`config.mk`:
```
export PLATFORM = sky130hd
export DESIGN_NAME = uart_cmd_ctrl
export DESIGN_NICKNAME = d
export VERILOG_FILES = /design/src/rtl/uart_cmd_ctrl.sv
export SDC_FILE = /design/constraint.sdc
export NUM_CORES = 1
export LEC_CHECK = 0
export ABC_AREA = 1
export CAP_MARGIN = 10
export CORE_MARGIN = 2
export CORE_UTILIZATION = 25
export DETAILED_ROUTE_END_ITERATION = 7
export GPL_ROUTABILITY_DRIVEN = 0
export PLACE_DENSITY = 0.51
export SYNTH_ARGS = -nofsm -noshare
export SYNTH_HDL_FRONTEND = slang
export SYNTH_SLANG_ARGS = --single-unit
```
`constraint.sdc`:
```
create_clock -name clk -period 1.8 [get_ports clk]
set_clock_uncertainty 0.2 [all_clocks]
set_input_delay 0.18 -clock clk [delete_from_list [all_inputs] [get_ports clk]]
set_output_delay 0.18 -clock clk [all_outputs]
set_load 0.005 [all_outputs]
```
`src/rtl/uart_cmd_ctrl.sv`:
```
// rtl/uart_cmd_ctrl.sv - turns uart_rx bytes (SYNC, ADDR, DATA[, CHK]) into register writes.
// Define CMD_CHECKSUM_EN to require a trailing CHK byte equal to SYNC ^ ADDR ^ DATA.
module uart_cmd_ctrl #(
  parameter logic [7:0]  SYNC_BYTE      = 8'hA5,
  parameter int unsigned TIMEOUT_CYCLES = 100000,
  parameter int unsigned CNT_WIDTH      = 8
) (
  input  logic                 clk,
  input  logic                 rst_n,
  input  logic                 rx_ready,
  input  logic                 rx_error,
  input  logic [7:0]           rx_val,
  output logic                 wr_en,
  output logic [7:0]           wr_addr,
  output logic [7:0]           wr_data,
  output logic                 busy,
  output logic                 frame_err,
  output logic                 timeout,
  output logic [CNT_WIDTH-1:0] frame_cnt,
  output logic [CNT_WIDTH-1:0] err_cnt
);

  localparam int unsigned TW = $clog2(TIMEOUT_CYCLES);
  localparam logic [TW-1:0] TMO_LAST = TW'(TIMEOUT_CYCLES - 1);

`ifdef CMD_CHECKSUM_EN
  typedef enum logic [1:0] {S_IDLE, S_ADDR, S_DATA, S_CHK} state_t;
`else
  typedef enum logic [1:0] {S_IDLE, S_ADDR, S_DATA} state_t;
`endif

  state_t               state_q, state_d;
  logic                 ready_q;
  logic [TW-1:0]        tmo_q, tmo_d;
  logic [7:0]           addr_q, addr_d, data_q, data_d;
  logic                 wr_en_q, wr_en_d, frame_err_q, frame_err_d, timeout_q, timeout_d;
  logic [7:0]           wr_addr_q, wr_addr_d, wr_data_q, wr_data_d;
  logic [CNT_WIDTH-1:0] frame_cnt_q, frame_cnt_d, err_cnt_q, err_cnt_d;
  logic                 stb, commit, discard;

  assign stb = rx_ready & ~ready_q;

  always_comb begin
    state_d     = state_q;
    addr_d      = addr_q;
    data_d      = data_q;
    wr_en_d     = 1'b0;
    frame_err_d = 1'b0;
    timeout_d   = 1'b0;
    wr_addr_d   = wr_addr_q;
    wr_data_d   = wr_data_q;
    frame_cnt_d = frame_cnt_q;
    err_cnt_d   = err_cnt_q;
    commit      = 1'b0;
    discard     = 1'b0;
    tmo_d       = (stb || state_q == S_IDLE) ? '0 : tmo_q + TW'(1);

    if (stb) begin
      // A byte error inside a frame outranks any content check.
      if (state_q != S_IDLE && rx_error) begin
        discard = 1'b1;
      end else begin
        case (state_q)
          S_IDLE: if (!rx_error && rx_val == SYNC_BYTE) state_d = S_ADDR;
          S_ADDR: begin
            addr_d  = rx_val;
            state_d = S_DATA;
          end
          S_DATA: begin
            data_d = rx_val;
`ifdef CMD_CHECKSUM_EN
            state_d = S_CHK;
`else
            commit = 1'b1;
`endif
          end
`ifdef CMD_CHECKSUM_EN
          S_CHK: begin
            if (rx_val == (SYNC_BYTE ^ addr_q ^ data_q)) commit = 1'b1;
            else discard = 1'b1;
          end
`endif
          default: state_d = S_IDLE;
        endcase
      end
    end else if (state_q != S_IDLE && tmo_q == TMO_LAST) begin
      discard   = 1'b1;
      timeout_d = 1'b1;
      tmo_d     = '0;
    end

    if (commit) begin
      wr_en_d     = 1'b1;
      wr_addr_d   = addr_d;
      wr_data_d   = data_d;
      frame_cnt_d = frame_cnt_q + CNT_WIDTH'(1);
      state_d     = S_IDLE;
    end
    if (discard) begin
      frame_err_d = 1'b1;
      if (err_cnt_q != '1) err_cnt_d = err_cnt_q + CNT_WIDTH'(1);
      state_d = S_IDLE;
    end
  end

  always_ff @(posedge clk) begin
    if (!rst_n) begin
      state_q     <= S_IDLE;
      ready_q     <= 1'b1;
      tmo_q       <= '0;
      addr_q      <= '0;
      data_q      <= '0;
      wr_en_q     <= 1'b0;
      frame_err_q <= 1'b0;
      timeout_q   <= 1'b0;
      wr_addr_q   <= '0;
      wr_data_q   <= '0;
      frame_cnt_q <= '0;
      err_cnt_q   <= '0;
    end else begin
      state_q     <= state_d;
      ready_q     <= rx_ready;
      tmo_q       <= tmo_d;
      addr_q      <= addr_d;
      data_q      <= data_d;
      wr_en_q     <= wr_en_d;
      frame_err_q <= frame_err_d;
      timeout_q   <= timeout_d;
      wr_addr_q   <= wr_addr_d;
      wr_data_q   <= wr_data_d;
      frame_cnt_q <= frame_cnt_d;
      err_cnt_q   <= err_cnt_d;
    end
  end

  assign wr_en     = wr_en_q;
  assign wr_addr   = wr_addr_q;
  assign wr_data   = wr_data_q;
  assign busy      = (state_q != S_IDLE);
  assign frame_err = frame_err_q;
  assign timeout   = timeout_q;
  assign frame_cnt = frame_cnt_q;
  assign err_cnt   = err_cnt_q;

endmodule
```
* Word-level counts from Yosys, hierarchy flattened
Cells that the tools add are included.
Storage, ports and cells: flip-flop bits (word level) 71, bits in latches 0, RAM bits 0, bits in read-only memories 0, bits of input ports 12, output and inout port bits 36, logic and storage cells 56, memories kept 0
Cells by class: add/subtract/negate cells 3, $mul 0, divide/modulo/power cells 0, order comparisons 0, equal/unequal tests 6, shift-type cells 0, multiplexer cells 19, bitwise gates (word level) 5, reductions and logical operators 11
Operators with widths (count):
- two-way mux 17 bit | 3
- two-way mux 8 bit | 6
- adder 17 x 1 -> 17 bit, second input constant | 1
- equality test 17 bit, second input constant | 1
- adder 8 x 1 -> 8 bit, second input constant | 2
- equality test 8 bit, second input constant | 1
- two-way mux 1 bit | 8
- != test 8 bit, second input constant | 1
- one-hot mux 2 bit (3 select lines) | 1
- inverter 1 bit | 4
- AND reduction 4 bit | 1
- logical AND 1 bit | 3
- OR reduction 3 bit | 1
- equality test 2 x 1 -> 1 bit, second input constant | 1
- equality test 2 bit, second input constant | 1
- logical NOT 2 bit | 1
- two-way mux 2 bit | 1
- != test 2 x 1 -> 1 bit, second input constant | 1
- AND reduction 2 bit | 1
- nonzero test 2 bit | 1
- OR reduction 2 bit | 1
- AND 1 bit | 1
- logical NOT 1 bit | 1
- logical OR 1 bit | 1

* Depth between registers and ports, before layout
depth after elaboration 6, gate-level depth with buffers 10, mapped depth without buffers 10

* Worst setup path before layout
No wires, ideal clock.
path type reg2reg, start register tmo_q[0], end register tmo_q[7], library setup time 122 ps, arrival 1276 ps, path slack 202 ps, cell stages (with the launch flop) 9, path buffers 0, clock period less this slack 1598 ps, path through dfxtp_1 ha_1 nand3_2 nor2_4 nand4_1 nand2_2 inv_4 o21ai_1 a21oi_1
On the way: cells in the longest elaborated chain, start to end 4, elaborated cells on any way between the ends 6, those cells by class add/sub: 1; eq/ne: 1; mux: 3; reduce/logical: 1
Ends and longest elaborated chain:
- start, declared | line 34 | logic [TW-1:0] tmo_q, tmo_d;
- start signal, assigned | line 123 | tmo_q <= tmo_d;
- adder 17 x 1 -> 17 bit / equality test 17 bit (equally long branches) | line 56, 86
- two-way mux 17 bit / logical AND 1 bit (equally long branches) | line 56, 86
- two-way mux 17 bit | line 86 | end else if (state_q != S_IDLE && tmo_q == TMO_LAST) begin
- two-way mux 17 bit (*) | line 58 | if (stb) begin
Mark *: on every way between the ends. The rest lies on a longest branch, timed or not. A chain may end at the register's enable or synchronous reset.

* Final worst setup path
start register state_q[1], end output port busy
On the way: cells in the longest elaborated chain, start to end 1
Ends and longest elaborated chain:
- start, declared | line 32 | state_t state_q, state_d;
- start signal, assigned | line 121 | state_q <= state_d;
- nonzero test 2 bit | line 139 | assign busy = (state_q != S_IDLE);
- end, declared | line 16 | output logic busy,
No other way between the ends.

==> run metrics <==
initial antenna violation count 0; Die Wd 110 µm; mux cell area share after synthesis 0; Area contributors post-synth dfxtp_1 45%, nand3_1 7.1%, nand2_1 7.1%; status completed; post-synthesis xor/xnor area fraction 0.0281; worst-case clock buffer depth 2; Root Buffer clkbuf_8; I/O Buffers 47; max-cap violation count 0; Sink Count 63; Hold Startpoint rx_val[5]; adder-cell share of the synthesized area 0.0134; Max Slew Vio Count 0; GR Overflow Total 0; worst reg-to-reg path cell count 8; DIE AREA 12100 µm²; Finish-stage setup viols 0; maximum clock rate 569 MHz; top-area cell type share of the netlist area 0.450; I/O pin cnt 48; Synth Cell Area 2800 µm²; largest net degree at the start of global routing 26; critical path fanouts, max 4; Max VDD drop 0.000363 V; WS Path Type flop to primary output; Psw 0.660 mW; crit path capture type primary output; combinational group share of total power 0.029; Area Growth Syn to Fin 32.6%; final hold violation count 0; Register Area 1270 µm²; register area share after synthesis 0.450; post-DP HPWL 5.04 mm; Int Power 1.94 mW; period utilisation layout 0.976; DRC errors left 0; nets 439; Synth Net Count 378; WP data required 1.42 ns; clk slew on worst S/H paths 0.09 ns; register bit total from synthesis 63; Synth Area in Simple Gates 0.310; Least-Margin Pin Slew 0.370 ns; post-route cell area 3710 µm²; Final Non-Filler Cells 569; Yosys cell types 33; CTS tree yes; area leader, netlist dfxtp_1; number of global-route vias before repair 2381; Die Ht 110 µm; arrival time worst endpoint 1.38 ns; first-pass GRT wire length 11.4 mm; Inst Count DP 552; Switching Share 0.254; gr usage total 0.123; syn_area_per_cell 7.72 µm²; H-tree Lvls 3; RSZ-0062 raised after global routing no; total core area 10900 µm²; P per Cell Area 699 nW/µm²; fraction of layout cells with a size suffix above 1 0.161; FP Rows 38; post-layout util 0.341; n_diodes 0; Via density 4.43; critical path launch point type flop; drt total wl 6.94 mm; hold path endpoint wr_data[5]; fillers 1110; routed len/inst 12.2 µm; CTS Hold Bufs 0; Initial Util 0.257; crit path time final 1.76 ns; worst skew pair latency 0.34 ns; largest family of logic cells by synthesized area simple AND/OR/NAND/NOR gates; reg2reg start tmo_q[1]; sequential fraction of design power 0.536; vias 2520; Post-DRT Antenna Nets 0; dpl cell area 3480 µm²; multi-input logic area 1330 µm²; First-pass DRT Iterations 5; Detailed Route Iter0 Violations 79; leakage power 1.35 nW; Worst R2R End tmo_q[16]; total CTS buffers 9; R2R Setup Slk 0.12 ns; Synth Warn # 0; Hold Crit Depth 3; Hold Path Class primary input to flop; Clk pwr share 0.435; Post-Syn Instances 363; Slew headroom 0.751; Final Total Pwr 2.60 mW; Compound-Gate Fraction of Synth Area 0.110
[critical path: stages (launching register included)]
cell             delay (ns)
dfxtp_4                0.38
nor2_4                 0.05
inv_2                  0.10
clkdlybuf4s50_1        0.51
[cells in the final DEF, fill, tap and decap left out, types with 6 or more instances in the layout]
master | netlist | routed
nor2_4 | 6 | 7
clkbuf_8 | 0 | 9
clkdlybuf4s50_1 | 0 | 47
nor2_1 | 37 | 37
a21oi_1 | 20 | 20
dfxtp_1 | 63 | 61
nand3_1 | 40 | 40
nand2_1 | 53 | 53
inv_1 | 38 | 38
o21ai_1 | 30 | 30
buf_4 | 1 | 15
xor2_1 | 6 | 6
nor3_1 | 8 | 8
inv_2 | 8 | 8
[through the flow]
| step | hold slack, ns | worst slack [ns] | setup TNS [ns] |
|---|---|---|---|
| floorplan | 0.108 | 0.202 | 0 |
| global placement | 0.270 | -0.0571 | -0.870 |
| detailed placement | 0.272 | -0.131 | -2.16 |
| CTS | 0.244 | 0.00682 | 0 |
| global route | 0.264 | 0.00256 | 0 |
| finish | 0.254 | 0.0428 | 0 |
[cell type report]
| type | instances | share of cell area |
|---|---|---|
| clock buffer | 9 | 0.0333 |
| sequential | 63 | 0.342 |
| multi-input combinational | 241 | 0.357 |
| clock inverter | 7 | 0.0158 |
| inverter | 47 | 0.0482 |
| timing repair buffer | 62 | 0.157 |
| tap | 140 | 0.0472 |
[logic make-up (layout without fill, tap and decap cells)]
kind of cell,Yosys count,after routing
DFF,63,63
AOI/OAI and AO/OA,59,59
adders and majority gates,3,3
buffers and inverters,59,125
and+or+nand+nor,170,170
xor gates and xnor gates,9,9
[worst max path at each step]
stage / start / to / slack [ns]
2_1_floorplan: tmo_q[0] / tmo_q[7] / 0.20
3_3_place_gp: rx_ready / wr_addr[1] / -0.06
3_5_place_dp: rx_ready / wr_addr[0] / -0.13
4_1_cts: state_q[0] / busy / 0.007
5_1_grt: tmo_q[1] / tmo_q[16] / 0.003
6_report: state_q[1] / busy / 0.04
[sequential cells by signal, summed over array words and instances, names as in the netlist]
name and flops:
tmo_q 17, addr_q 8, err_cnt 8, frame_cnt 8, wr_addr 8, wr_data 8, state_q 2, frame_err 1
ready_q 1, timeout 1, wr_en 1
[Yosys cell counts (all sizes together)]
library cell and instances:
o21ai 35, nand3 44, buf 7, clkbuf 5, nor4 2, nor2 48, inv 47, o211a 1
nor3b 1, a21oi 20, o21a 2, ha 3, nand3b 1, o211ai 1, xor2 6, dfxtp 63
nor3 11, nand2 59, nand4 4, xnor2 3
[per-layer routing]
layer	vias to the layer above	track usage	share of wire
met2	54	0.187	0.46
met1	1160	0.165	0.49
met5	-	0	0
met3	4	0.0243	0.044
met4	0	0.0597	0.0098
li1	1302	-	-
[power by group through the flow]
stage                     Clock, mW  Sequential [mW]  Combinational, mW
after detailed placement          0             1.43             0.0760
after global routing           1.24             1.39             0.0822
after CTS                      1.16             1.39             0.0765
after floorplan                   0             1.43             0.0329
final                          1.13             1.39             0.0753
after global placement            0             1.43             0.0760
[what timing repair did]
action                     4_1_cts  5_1_grt
gates resized for setup          4        6
setup endpoints to repair        1       16
setup buffers                    0        1
pin swaps                        1        3
Note: power is estimated with default switching activity, not from simulation.
